`config.mk`:
```
export PLATFORM = sky130hd
export DESIGN_NAME = aes_req_arbiter_flat
export DESIGN_NICKNAME = d
export VERILOG_FILES = /design/src/rtl/aes_req_arbiter_if.sv /design/src/rtl/aes_req_arbiter.sv /design/src/flat_wrapper.sv
export SDC_FILE = /design/constraint.sdc
export NUM_CORES = 1
export LEC_CHECK = 0
export CAP_MARGIN = 40
export CORE_AREA = 4 4 595 597
export CTS_BUF_LIST = sky130_fd_sc_hd__clkbuf_4 sky130_fd_sc_hd__clkbuf_8
export CTS_CLUSTER_DIAMETER = 200
export CTS_CLUSTER_SIZE = 10
export DETAILED_ROUTE_END_ITERATION = 6
export DIE_AREA = 0 0 599 601
export PLACE_DENSITY = 0.3
export SKIP_LAST_GASP = 1
export SYNTH_ARGS = -nofsm -noshare
export SYNTH_HDL_FRONTEND = slang
export SYNTH_SLANG_ARGS = --single-unit
```
`constraint.sdc`:
```
create_clock -name AES_clk -period 14.55 [get_ports AES_clk]
set_clock_uncertainty 0.1 [all_clocks]
set_input_delay 2.1825 -clock AES_clk [delete_from_list [all_inputs] [get_ports AES_clk]]
set_output_delay 2.1825 -clock AES_clk [all_outputs]
set_load 0.02 [all_outputs]
```
`src/rtl/aes_req_arbiter_if.sv`:
```
// Request/response bus between NUM_REQ requesters and the shared AES arbiter.
// The master side is the requester system and the slave side is the arbiter.
interface aes_req_arbiter_if #(
    parameter int NUM_REQ = 4,
    parameter int ID_W    = 2
);
    logic [NUM_REQ-1:0]     req_valid;
    logic [NUM_REQ-1:0]     req_ready;
    logic [NUM_REQ*128-1:0] req_data;
    logic [NUM_REQ*128-1:0] req_key;
    logic                   resp_valid;
    logic                   resp_ready;
    logic [127:0]           resp_data;
    logic [ID_W-1:0]        resp_id;
    logic                   resp_err;

    modport master (
        output req_valid, req_data, req_key, resp_ready,
        input  req_ready, resp_valid, resp_data, resp_id, resp_err
    );

    modport slave (
        input  req_valid, req_data, req_key, resp_ready,
        output req_ready, resp_valid, resp_data, resp_id, resp_err
    );
endinterface

```
`src/rtl/aes_req_arbiter.sv`:
```
// Round-robin arbiter sharing one AES_top core among NUM_REQ requesters:
// grants, holds core_en for EN_HOLD cycles, then returns the result or a timeout.
module aes_req_arbiter #(
    parameter int NUM_REQ = 4,
    parameter int ID_W    = 2,
    parameter int EN_HOLD = 51,
    parameter int TIMEOUT = 128
) (
    input  logic                AES_clk,
    input  logic                AES_rst,
    aes_req_arbiter_if.slave    bus,
    output logic                busy,
    output logic                core_en,
    output logic [127:0]        core_data_in,
    output logic [127:0]        core_key_in,
    input  logic [127:0]        core_data_out,
    input  logic                core_data_out_valid
);
    localparam int CNT_W = $clog2(TIMEOUT + 1);

    typedef enum logic [1:0] {IDLE, LOAD, WAIT, RESP} state_t;

    state_t            state_reg, state_next;
    logic [CNT_W-1:0]  cnt_reg;
    logic [ID_W-1:0]   ptr_reg;
    logic [127:0]      data_in_reg, key_in_reg, resp_data_reg;
    logic [ID_W-1:0]   resp_id_reg;
    logic              resp_err_reg;

    logic [127:0]      data_arr [NUM_REQ];
    logic [127:0]      key_arr  [NUM_REQ];
    logic              grant_found;
    logic [ID_W-1:0]   grant_idx;
    logic [ID_W:0]     sum;
    logic              accept;
    logic              at_hold_end, at_timeout;

    assign accept      = (state_reg == IDLE) && grant_found && !AES_rst;
    assign at_hold_end = (cnt_reg == CNT_W'(EN_HOLD));
    assign at_timeout  = (cnt_reg == CNT_W'(TIMEOUT));

    genvar gi;
    generate
        for (gi = 0; gi < NUM_REQ; gi++) begin : g_req
            assign data_arr[gi]      = bus.req_data[128*gi +: 128];
            assign key_arr[gi]       = bus.req_key[128*gi +: 128];
            assign bus.req_ready[gi] = accept && (grant_idx == ID_W'(gi));
        end
    endgenerate

    // First valid requester at or after the pointer, wrapping modulo NUM_REQ.
    always_comb begin
        grant_found = 1'b0;
        grant_idx   = '0;
        sum         = '0;
        for (int k = 0; k < NUM_REQ; k++) begin
            sum = {1'b0, ptr_reg} + (ID_W+1)'(k);
            if (sum >= (ID_W+1)'(NUM_REQ))
                sum = sum - (ID_W+1)'(NUM_REQ);
            if (!grant_found && bus.req_valid[sum[ID_W-1:0]]) begin
                grant_found = 1'b1;
                grant_idx   = sum[ID_W-1:0];
            end
        end
    end

    always_ff @(posedge AES_clk or posedge AES_rst) begin
        if (AES_rst)
            state_reg <= IDLE;
        else
            state_reg <= state_next;
    end

    always_comb begin
        state_next     = state_reg;
        core_en        = 1'b0;
        busy           = 1'b1;
        bus.resp_valid = 1'b0;
        case (state_reg)
            IDLE: begin
                busy = 1'b0;
                if (accept)
                    state_next = LOAD;
            end
            LOAD: begin
                core_en = 1'b1;
                if (core_data_out_valid)
                    state_next = RESP;
                else if (at_hold_end)
                    state_next = WAIT;
            end
            WAIT: begin
                if (core_data_out_valid || at_timeout)
                    state_next = RESP;
            end
            RESP: begin
                bus.resp_valid = 1'b1;
                if (bus.resp_ready)
                    state_next = IDLE;
            end
            default: state_next = IDLE;
        endcase
    end

    // A core result takes priority over a timeout landing in the same cycle.
    always_ff @(posedge AES_clk or posedge AES_rst) begin
        if (AES_rst) begin
            cnt_reg       <= '0;
            ptr_reg       <= '0;
            data_in_reg   <= '0;
            key_in_reg    <= '0;
            resp_data_reg <= '0;
            resp_id_reg   <= '0;
            resp_err_reg  <= 1'b0;
        end else if (accept) begin
            data_in_reg <= data_arr[grant_idx];
            key_in_reg  <= key_arr[grant_idx];
            resp_id_reg <= grant_idx;
            ptr_reg     <= (grant_idx == ID_W'(NUM_REQ-1)) ? '0 : grant_idx + ID_W'(1);
            cnt_reg     <= CNT_W'(1);
        end else if (state_reg == LOAD || state_reg == WAIT) begin
            if (core_data_out_valid) begin
                resp_data_reg <= core_data_out;
                resp_err_reg  <= 1'b0;
            end else if (at_timeout) begin
                resp_data_reg <= '0;
                resp_err_reg  <= 1'b1;
            end else begin
                cnt_reg <= cnt_reg + CNT_W'(1);
            end
        end
    end

    assign core_data_in  = data_in_reg;
    assign core_key_in   = key_in_reg;
    assign bus.resp_data = resp_data_reg;
    assign bus.resp_id   = resp_id_reg;
    assign bus.resp_err  = resp_err_reg;
endmodule

```
`src/flat_wrapper.sv`:
```
// flat-port wrapper written by rule: the top's interface ports become plain ports
module aes_req_arbiter_flat 
#(
    parameter int NUM_REQ = 4,
    parameter int ID_W    = 2,
    parameter int EN_HOLD = 51,
    parameter int TIMEOUT = 128
)
  (AES_clk, AES_rst, busy, core_en, core_data_in, core_key_in, core_data_out, core_data_out_valid, bus_req_valid, bus_req_data, bus_req_key, bus_resp_ready, bus_req_ready, bus_resp_valid, bus_resp_data, bus_resp_id, bus_resp_err);
  aes_req_arbiter_if #(.NUM_REQ(NUM_REQ), .ID_W(ID_W)) bus_i ();
  input  logic AES_clk;
  input  logic AES_rst;
  output logic busy;
  output logic core_en;
  output logic [127:0] core_data_in;
  output logic [127:0] core_key_in;
  input  logic [127:0] core_data_out;
  input  logic core_data_out_valid;
  input wire logic [$bits(bus_i.req_valid)-1:0] bus_req_valid;
  input wire logic [$bits(bus_i.req_data)-1:0] bus_req_data;
  input wire logic [$bits(bus_i.req_key)-1:0] bus_req_key;
  input wire logic [$bits(bus_i.resp_ready)-1:0] bus_resp_ready;
  output wire logic [$bits(bus_i.req_ready)-1:0] bus_req_ready;
  output wire logic [$bits(bus_i.resp_valid)-1:0] bus_resp_valid;
  output wire logic [$bits(bus_i.resp_data)-1:0] bus_resp_data;
  output wire logic [$bits(bus_i.resp_id)-1:0] bus_resp_id;
  output wire logic [$bits(bus_i.resp_err)-1:0] bus_resp_err;
  assign bus_i.req_valid = bus_req_valid;
  assign bus_i.req_data = bus_req_data;
  assign bus_i.req_key = bus_req_key;
  assign bus_i.resp_ready = bus_resp_ready;
  assign bus_req_ready = bus_i.req_ready;
  assign bus_resp_valid = bus_i.resp_valid;
  assign bus_resp_data = bus_i.resp_data;
  assign bus_resp_id = bus_i.resp_id;
  assign bus_resp_err = bus_i.resp_err;
  aes_req_arbiter #(.NUM_REQ(NUM_REQ), .ID_W(ID_W), .EN_HOLD(EN_HOLD), .TIMEOUT(TIMEOUT)) u_core (.AES_clk(AES_clk), .AES_rst(AES_rst), .bus(bus_i), .busy(busy), .core_en(core_en), .core_data_in(core_data_in), .core_key_in(core_key_in), .core_data_out(core_data_out), .core_data_out_valid(core_data_out_valid));
endmodule
```
==> results of run 1 <==
cells by family (layout without fill, tap and decap cells):
kind of cell	Yosys count	count (layout)	synth area share
buffers and inverters	179	1682	0.0512
adder cells (fa/ha/maj)	11	11	0.00648
AO/OA/AOI/OAI	398	398	0.168
flip-flops	399	399	0.470
XOR/XNOR	7	7	0.00289
other	0	31	0
AND/OR/NAND/NOR	304	304	0.0583
multiplexers	515	515	0.243
critical path, delay by kind of cell:
kind            cells  cell delay, ns
compound gates      1            0.08
fa+ha+maj           1            0.25
buf+inv             3            1.34
simple gates        4            0.83
through the flow:
step | setup slack, ns | hold WS, ns | instance area, um^2 | power [uW] | cells
after detailed placement | 7.43 | 0.364 | 42400 | 7370 | 7855
after CTS | 7.42 | 0.388 | 43200 | 8430 | 7914
final | 7.56 | 0.380 | 43300 | 8140 | 7946
after global routing | 7.43 | 0.410 | 43300 | 8650 | 7925
after global placement | 7.40 | 0.365 | 41800 | 7250 | 7825
after floorplan | 1.17 | 0.393 | 21200 | 4190 | 1813
worst paths after layout:
check / to / slack [ns] / cells past startpoint
worst max-delay path: bus_req_ready[2] / 7.56 / 9
worst min-delay path: u_core.bus.resp_id[1] / 0.38 / 2
worst max register to register: u_core.core_key_in[57] / 9.84 / 11
worst min register to register: u_core.bus.resp_id[1] / 0.38 / 2
max in group asynchronous: u_core.core_key_in[8] / 10.36 / 6
min in group asynchronous: u_core.cnt_reg[1] / 1.77 / 2
power by group:
group / internal, uW / switching, uW
Sequential: 1640 / 425
Combinational: 2060 / 3080
Clock: 346 / 591
area by class of cell:
type | instances | area (um^2)
multi-input combinational | 1235 | 10200
clock inverter | 9 | 114
fill | 39600 | 305000
sequential | 399 | 9980
clock buffer | 50 | 682
timing repair buffer | 1614 | 16500
tap | 4599 | 5750
antenna | 31 | 77.6
inverter | 9 | 57.6
placed cells by master, fill, tap and decap left out, types with 2 or more instances in the layout:
cell	Yosys	routed
a21oi_1	4	4
nor2_1	11	11
and2_1	4	4
diode_2	0	31
buf_12	0	8
dfrtp_1	399	399
mux2_2	2	2
bufinv_16	0	2
buf_16	0	13
inv_8	0	3
buf_8	0	13
clkdlybuf4s50_1	0	1552
ha_1	11	11
and4b_1	2	2
and3_1	3	2
clkbuf_8	0	49
nor2b_1	5	5
inv_1	7	6
clkinv_2	0	3
o221ai_2	17	17
o221ai_1	239	239
nand3_1	2	2
nand2_1	267	266
nor3_2	2	2
buf_4	48	28
mux2i_1	513	513
a22o_1	128	128
xor2_1	6	6
nand4_1	2	2
cell usage after synthesis, types with 2 or more instances:
master / n
buf_6: 18
clkbuf_1: 35
and4b_1: 2
clkbuf_4: 6
dfrtp_1: 399
nand2_1: 267
a21oi_1: 4
mux2_2: 2
buf_2: 61
a22o_1: 128
inv_1: 7
xor2_1: 6
nor2_1: 11
nand3_1: 2
and2_1: 4
and3_1: 3
buf_1: 2
mux2i_1: 513
buf_4: 48
nand4_1: 2
nor3_2: 2
o221ai_2: 17
nor2b_1: 5
ha_1: 11
o221ai_1: 239
layer usage:
metal,routed length [um],up-vias,global-route usage
li1,-,9987,-
met4,5110,88,0.0252
met2,131000,1261,0.247
met3,32600,383,0.0751
met1,103000,11900,0.162
met5,614,-,0
==> results_dict.tcl, run 1 <==
set metrics [dict create \
    worstPathArrival_ns 4.71 \
    ys_seq_elements 399 \
    path_class "input port to output port" \
    drive_gt1_frac 0.0461 \
    cpMostUsedCell "clkdlybuf4s50_1" \
    hold_viol 0 \
    track_usage 0.145 \
    clockRootBuffer "clkbuf_8" \
    setup_tns_ns 0 \
    ios 1554 \
    synth_area_leaders "dfrtp_1, mux2i_1, o221ai_1" \
    holdCritPathClass "flop to flop" \
    yosys_warnings 0 \
    synth_cells 1813 \
    gr-total-overflow 0 \
    num_rows 217 \
    synthArstFlopShare 1.00 \
    die_area_um2 360000 \
    finalWeightedCongestion 0.905 \
    grt_max_degree 151 \
    slew_headroom 0.221 \
    vdd_drop_max_uv 132 \
    cp-end-kind "output port" \
    synth_edf_count 0 \
    viasPerCell 2.97 \
    clk_pin_slew_ns 0.09 \
    min_period_ns 6.99 \
    remaining_drc_errors 0 \
    worstSkewPairLatency_ns 0.83 \
    ctsResizeCount 0 \
    wl_um 272000 \
    path_max_fanout 63 \
    core_area_um2 349000 \
    rsz0062_at_grt "false" \
    fin_nets 4478 \
    cpMaxStageDelayCell "clkdlybuf4s50_1" \
    p_leak_uw 0.0173 \
    cp-start-kind "input port" \
    crit_chain "clkdlybuf4s50_1 > nor2b_1 > nor2_1 > o21ai_2 > nor2_2 > inv_16 > ha_1 > and2_1 > clkdlybuf4s50_1" \
    finalSetupViolations 0 \
    htree_levels 2 \
    synth_top_cell_by_area "dfrtp_1" \
    vias 23600 \
    r2r_start "u_core.ptr_reg[0]" \
    cts_made_buffers 48 \
    cp-startpoint "bus_req_valid[1]" \
    die_w_um 599 \
    antenna_found_initial 193 \
    area_growth_pct 104 \
    status "complete, no violations" \
    synthDistinctLibCells 44 \
    p_per_area_nw_per_um2 188 \
    synth-seq-area-share 0.470 \
    max_freq_mhz 143 \
    start_util 0.0609 \
    post_cts_buffers 0 \
    synth_flop_cell "dfrtp_1" \
    cap_viol_max_count 0 \
    grt_pass1_wl_um 331000 \
    portBuffers 1553 \
    routedWlPerCell_um 34.3 \
    synth_top_area_frac 0.470 \
    ctsHoldBuffers 0 \
    worst_ep_required_time_ns 12.27 \
    hp-start "u_core.bus.resp_id[1]" \
    post-route-util 0.124 \
    syn_area_per_cell_um2 11.7 \
    synth_area_um2 21200 \
    drt_iter0_drc 1673 \
    cts_tree "yes" \
    first_global_vias 24900 \
    dpl.hpwl_um 236000 \
    period_share 0.480 \
    synth_nets 2984 \
    cts_max_path_buffers 3 \
    first_pass_iters 5 \
    slowest_delay_ns 0.59 \
    final_max_slew_viol_count 0 \
    die_h_um 601 \
    clock-sinks 399 \
    worstMarginPinSlew_ns 1.17 \
    detail-route-antenna-nets 0 \
]
No activity file was read; power rests on OpenSTA's default activity.
==> run 2, diff against run 1 <==
clock period = 6.3 ns   (was 14.55 ns; I/O delays follow)
==> run 2 against run 1 <==
Net effect:
- die area did not move
- critical path depth did not move
- count of clock-buffer cells in the layout fell by 1
- sequential share of layout area barely moved
- critical endpoint is now bus_req_ready[0]
- flip-flop and latch count did not move
- critical path type unchanged
- utilization barely moved
- largest power group unchanged
==> results_dict.tcl, run 2 (synthesized netlist as in run 1, its figures left out) <==
set metrics [dict create \
    status "complete, no violations" \
    hold_viol 0 \
    routed-wl-met3_um 38300 \
    period_share 0.743 \
    routedWlPerCell_um 34.4 \
    worstSkewPairLatency_ns 0.84 \
    cts_made_buffers 48 \
    ctsHoldBuffers 0 \
    drt_iter0_drc 1363 \
    core_area_um2 349000 \
    vias 23500 \
    p_seq_frac 0.253 \
    setup_tns_ns 0 \
    first_global_vias 24700 \
    ctsResizeCount 0 \
    final_cell_mix "clkdlybuf4s50_1, mux2i_1, dfrtp_1" \
    start_util 0.0609 \
    layout_commonest_cell "clkdlybuf4s50_1" \
    holdCritPathClass "flop to flop" \
    gr-total-overflow 0 \
    die_area_um2 360000 \
    finalWeightedCongestion 0.865 \
    htree_levels 2 \
    worstMarginPinSlew_ns 1.30 \
    num_rows 217 \
    p_leak_uw 0.0173 \
    post_cts_buffers 0 \
    clk_pin_slew_ns 0.09 \
    max_freq_mhz 214 \
    clockRootBuffer "clkbuf_8" \
    remaining_drc_errors 0 \
    portBuffers 1553 \
    die_h_um 601 \
    hp-start "u_core.core_key_in[35]" \
    finalPower_uw 18700 \
    worstPathArrival_ns 3.63 \
    wl_met2_um 131000 \
    antenna_found_initial 171 \
    cp-start-kind "input port" \
    r2r_cells 9 \
    final_max_slew_viol_count 0 \
    pwr-share-comb 0.632 \
    ios 1554 \
    path_class "input port to output port" \
    cap_viol_max_count 0 \
    detail-route-antenna-nets 0 \
    min_to "u_core.core_key_in[35]" \
    wirelength_met1_um 98000 \
    path_max_fanout 68 \
    p_sw_uw 9340 \
    p_per_area_nw_per_um2 431 \
    track_usage 0.145 \
    drive_gt1_frac 0.0462 \
    die_w_um 599 \
    vdd_drop_max_uv 490 \
    finalSetupViolations 0 \
    min_path_cells 2 \
    rsz0062_at_grt "false" \
    area_growth_pct 104 \
    cts_max_path_buffers 3 \
    dpl.hpwl_um 234000 \
    post-route-util 0.124 \
    fin_nets 4479 \
    grt_pass1_wl_um 331000 \
    highest_layer "met5" \
    r2r-end "u_core.core_data_in[4]" \
    internal_power_uw 9350 \
    min_period_ns 4.68 \
    p_sw_frac 0.500 \
    first_pass_iters 5 \
    p_clk_frac 0.115 \
    cp-end-kind "output port" \
    wl_um 273000 \
    worst_ep_required_time_ns 5.25 \
    grt_max_degree 144 \
    r2r_start "u_core.ptr_reg[0]" \
    clock-sinks 399 \
    viasPerCell 2.96 \
    slew_headroom 0.134 \
    cts_tree "yes" \
    r2r_slack_ns 2.91 \
]
## run 2: critical path, cell delays in order
cell	delay, ns
clkdlybuf4s50_1	0.69
nor2b_1	0.12
nor2_1	0.20
o21ai_2	0.08
nor2_2	0.40
inv_16	0.21
ha_1	0.26
and2_1	0.15
clkdlybuf4s50_1	0.55
## run 2: how the worst max path moves through the flow
stage                           startpoint                       to
after floorplan                    AES_rst  u_core.bus.resp_data[0]
after global placement    bus_req_valid[1]         bus_req_ready[0]
after detailed placement  bus_req_valid[1]         bus_req_ready[0]
after CTS                 bus_req_valid[1]         bus_req_ready[0]
after global routing      bus_req_valid[1]         bus_req_ready[0]
final                     bus_req_valid[1]         bus_req_ready[0]
## run 2: area by class of cell
class | instances | area, um^2
fill | 39700 | 305000
timing repair buffer | 1615 | 16500
multi-input combinational | 1235 | 10200
sequential | 399 | 9980
tap | 4599 | 5750
clock buffer | 49 | 668
clock inverter | 8 | 100
inverter | 9 | 53.8
antenna | 18 | 45.0
## run 2: power groups by stage
stage          clock (uW)  combinational (uW)  sequential, uW
3_3_place_gp            0               11900            4800
4_1_cts              2360               12300            4770
6_report             2140               11800            4730
3_5_place_dp            0               12200            4790
5_1_grt              2370               12700            4900
2_1_floorplan           0                3820            5860
## run 2: metrics by stage
| step | std cells | hold WS (ns) | worst slack, ns | area [um^2] |
|---|---|---|---|---|
| after CTS | 7913 | 0.367 | 1.56 | 43300 |
| after global routing | 7922 | 0.408 | 1.50 | 43300 |
| final | 7932 | 0.397 | 1.62 | 43300 |
| after global placement | 7826 | 0.371 | 1.50 | 41900 |
| after detailed placement | 7856 | 0.375 | 1.57 | 42500 |
| after floorplan | 1813 | 0.393 | -0.117 | 21200 |
## run 2: per-layer routing
metal / vias to the layer above / GRT usage
met5: - / 0
met4: 118 / 0.0205
met3: 385 / 0.0926
met2: 1193 / 0.248
met1: 11800 / 0.153
li1: 9945 / -
==> run 3, diff against run 2 <==
clock period = 3.9 ns   (was 6.3 ns; I/O delays follow)
==> run 3 against run 2 <==
Net effect:
- die area is the same
- highest routed layer unchanged
- critical path depth shrank 1
- design area grew 1.4%
- utilization grew 0.18 points
- count of clock-buffer cells in the layout shrank 1
- largest cell class unchanged
- critical path type unchanged
- power grew 63%
- clock power grew 55%
==> results_dict.tcl, run 3 (synthesized netlist as in run 1, its figures left out) <==
set metrics [dict create \
    cts_made_buffers 47 \
    die_h_um 601 \
    clock-sinks 399 \
    p_per_area_nw_per_um2 692 \
    cap_viol_max_count 0 \
    hold_viol 0 \
    ios 1554 \
    worstSkewPairLatency_ns 0.82 \
    vias 23900 \
    cts_max_path_buffers 3 \
    viasPerCell 2.98 \
    antenna_found_initial 160 \
    holdCritPathClass "input port to flop" \
    setup_slack_ns 0.168 \
    grt_pass1_wl_um 335000 \
    worstMarginPinSlew_ns 0.971 \
    clk_pin_slew_ns 0.12 \
    slowest_delay_ns 0.69 \
    ctsResizeCount 0 \
    routedWlPerCell_um 34.2 \
    final_max_slew_viol_count 0 \
    fin_nets 4542 \
    area_growth_pct 107 \
    portBuffers 1553 \
    grt_max_degree 108 \
    die_area_um2 360000 \
    vdd_drop_max_uv 297 \
    remaining_drc_errors 0 \
    fillCellCount 39600 \
    period_share 0.957 \
    drive_gt1_frac 0.0640 \
    detail-route-antenna-nets 0 \
    core_area_um2 349000 \
    wl_um 275000 \
    path_max_fanout 4 \
    cpMostUsedCell "clkdlybuf4s50_1" \
    clockRootBuffer "clkbuf_8" \
    gr-total-overflow 0 \
    htree_levels 2 \
    first_pass_iters 6 \
    status "complete, no violations" \
    max_freq_mhz 268 \
    cpMaxStageDelayCell "clkdlybuf4s50_1" \
    place_inst 7920 \
    final_cell_mix "clkdlybuf4s50_1, mux2i_1, dfrtp_1" \
    setup_tns_ns 0 \
    finalSetupViolations 0 \
    worstPathArrival_ns 3.05 \
    p_leak_uw 0.0176 \
    layout_commonest_cell "clkdlybuf4s50_1" \
    path_class "input port to output port" \
    cts_tree "yes" \
    slew_headroom 0.353 \
    rsz0062_at_grt "false" \
    start_util 0.0609 \
    post_cts_buffers 0 \
    crit_chain "clkdlybuf4s50_1 > nor2b_1 > a21boi_1 > o32a_1 > inv_2 > ha_1 > and2_1 > clkdlybuf4s50_1" \
    hold_slack_ns 0.236 \
    die_w_um 599 \
    finalWeightedCongestion 0.848 \
    cp-end-kind "output port" \
    track_usage 0.146 \
    dpl.hpwl_um 239000 \
    cpLargestDelayFamily "buffers and inverters" \
    drt_iter0_drc 1499 \
    min_period_ns 3.73 \
    post-route-util 0.126 \
    ctsHoldBuffers 0 \
    first_global_vias 25300 \
    path_buf_inv 3 \
    worst_ep_required_time_ns 3.21 \
    num_rows 217 \
    cp-start-kind "input port" \
    place_ws_ns -0.00760 \
    final_cells 8018 \
]
## run 3: layout make-up
class	count	area, um^2	share of cell area
multi-input combinational	1235	10200	0.232
inverter	9	53.8	0.00122
clock buffer	48	654	0.0149
antenna	42	105	0.00239
clock inverter	7	73.8	0.00168
tap	4599	5750	0.131
sequential	399	9980	0.227
timing repair buffer	1679	17100	0.389
## run 3: power by group
part,internal (uW),switching (uW),total [uW]
registers,6100,1570,7670
logic,7990,11500,19400
clock network,1170,2150,3320
## run 3: worst register-to-register path, stage by stage, from the launching register on
cell      delay, ns
dfrtp_1        0.44
nor2b_1        0.20
nor2_1         0.08
o21ai_2        0.14
nor2_2         0.05
buf_4          0.18
inv_16         0.08
buf_12         0.20
buf_12         0.42
mux2i_1        0.66
o221ai_1       0.22
## run 3: per-layer routing
metal	share of wire	track usage	up-vias
met5	0.0020	0	-
met4	0.015	0.0251	82
met3	0.12	0.0769	302
met2	0.48	0.247	1158
met1	0.38	0.164	12300
li1	-	-	10100
## run 3: worst paths after layout
kind,from,end,slack (ns),cells past startpoint
max,bus_req_valid[1],bus_req_ready[0],0.17,8
min,core_data_out[93],u_core.bus.resp_data[93],0.24,2
max reg2reg,u_core.ptr_reg[0],u_core.core_data_in[118],1.00,10
min reg2reg,u_core.core_data_in[121],u_core.core_data_in[121],0.39,2
max in group asynchronous,AES_rst,u_core.core_key_in[103],2.50,5
min in group asynchronous,AES_rst,u_core.bus.resp_data[123],0.30,3
## run 3: per-stage QoR
stage | cell area (um^2) | total power, uW
floorplan | 21200 | 15600
global placement | 42700 | 27500
detailed placement | 43100 | 27900
CTS | 43800 | 31600
global route | 43900 | 32500
finish | 44000 | 30400
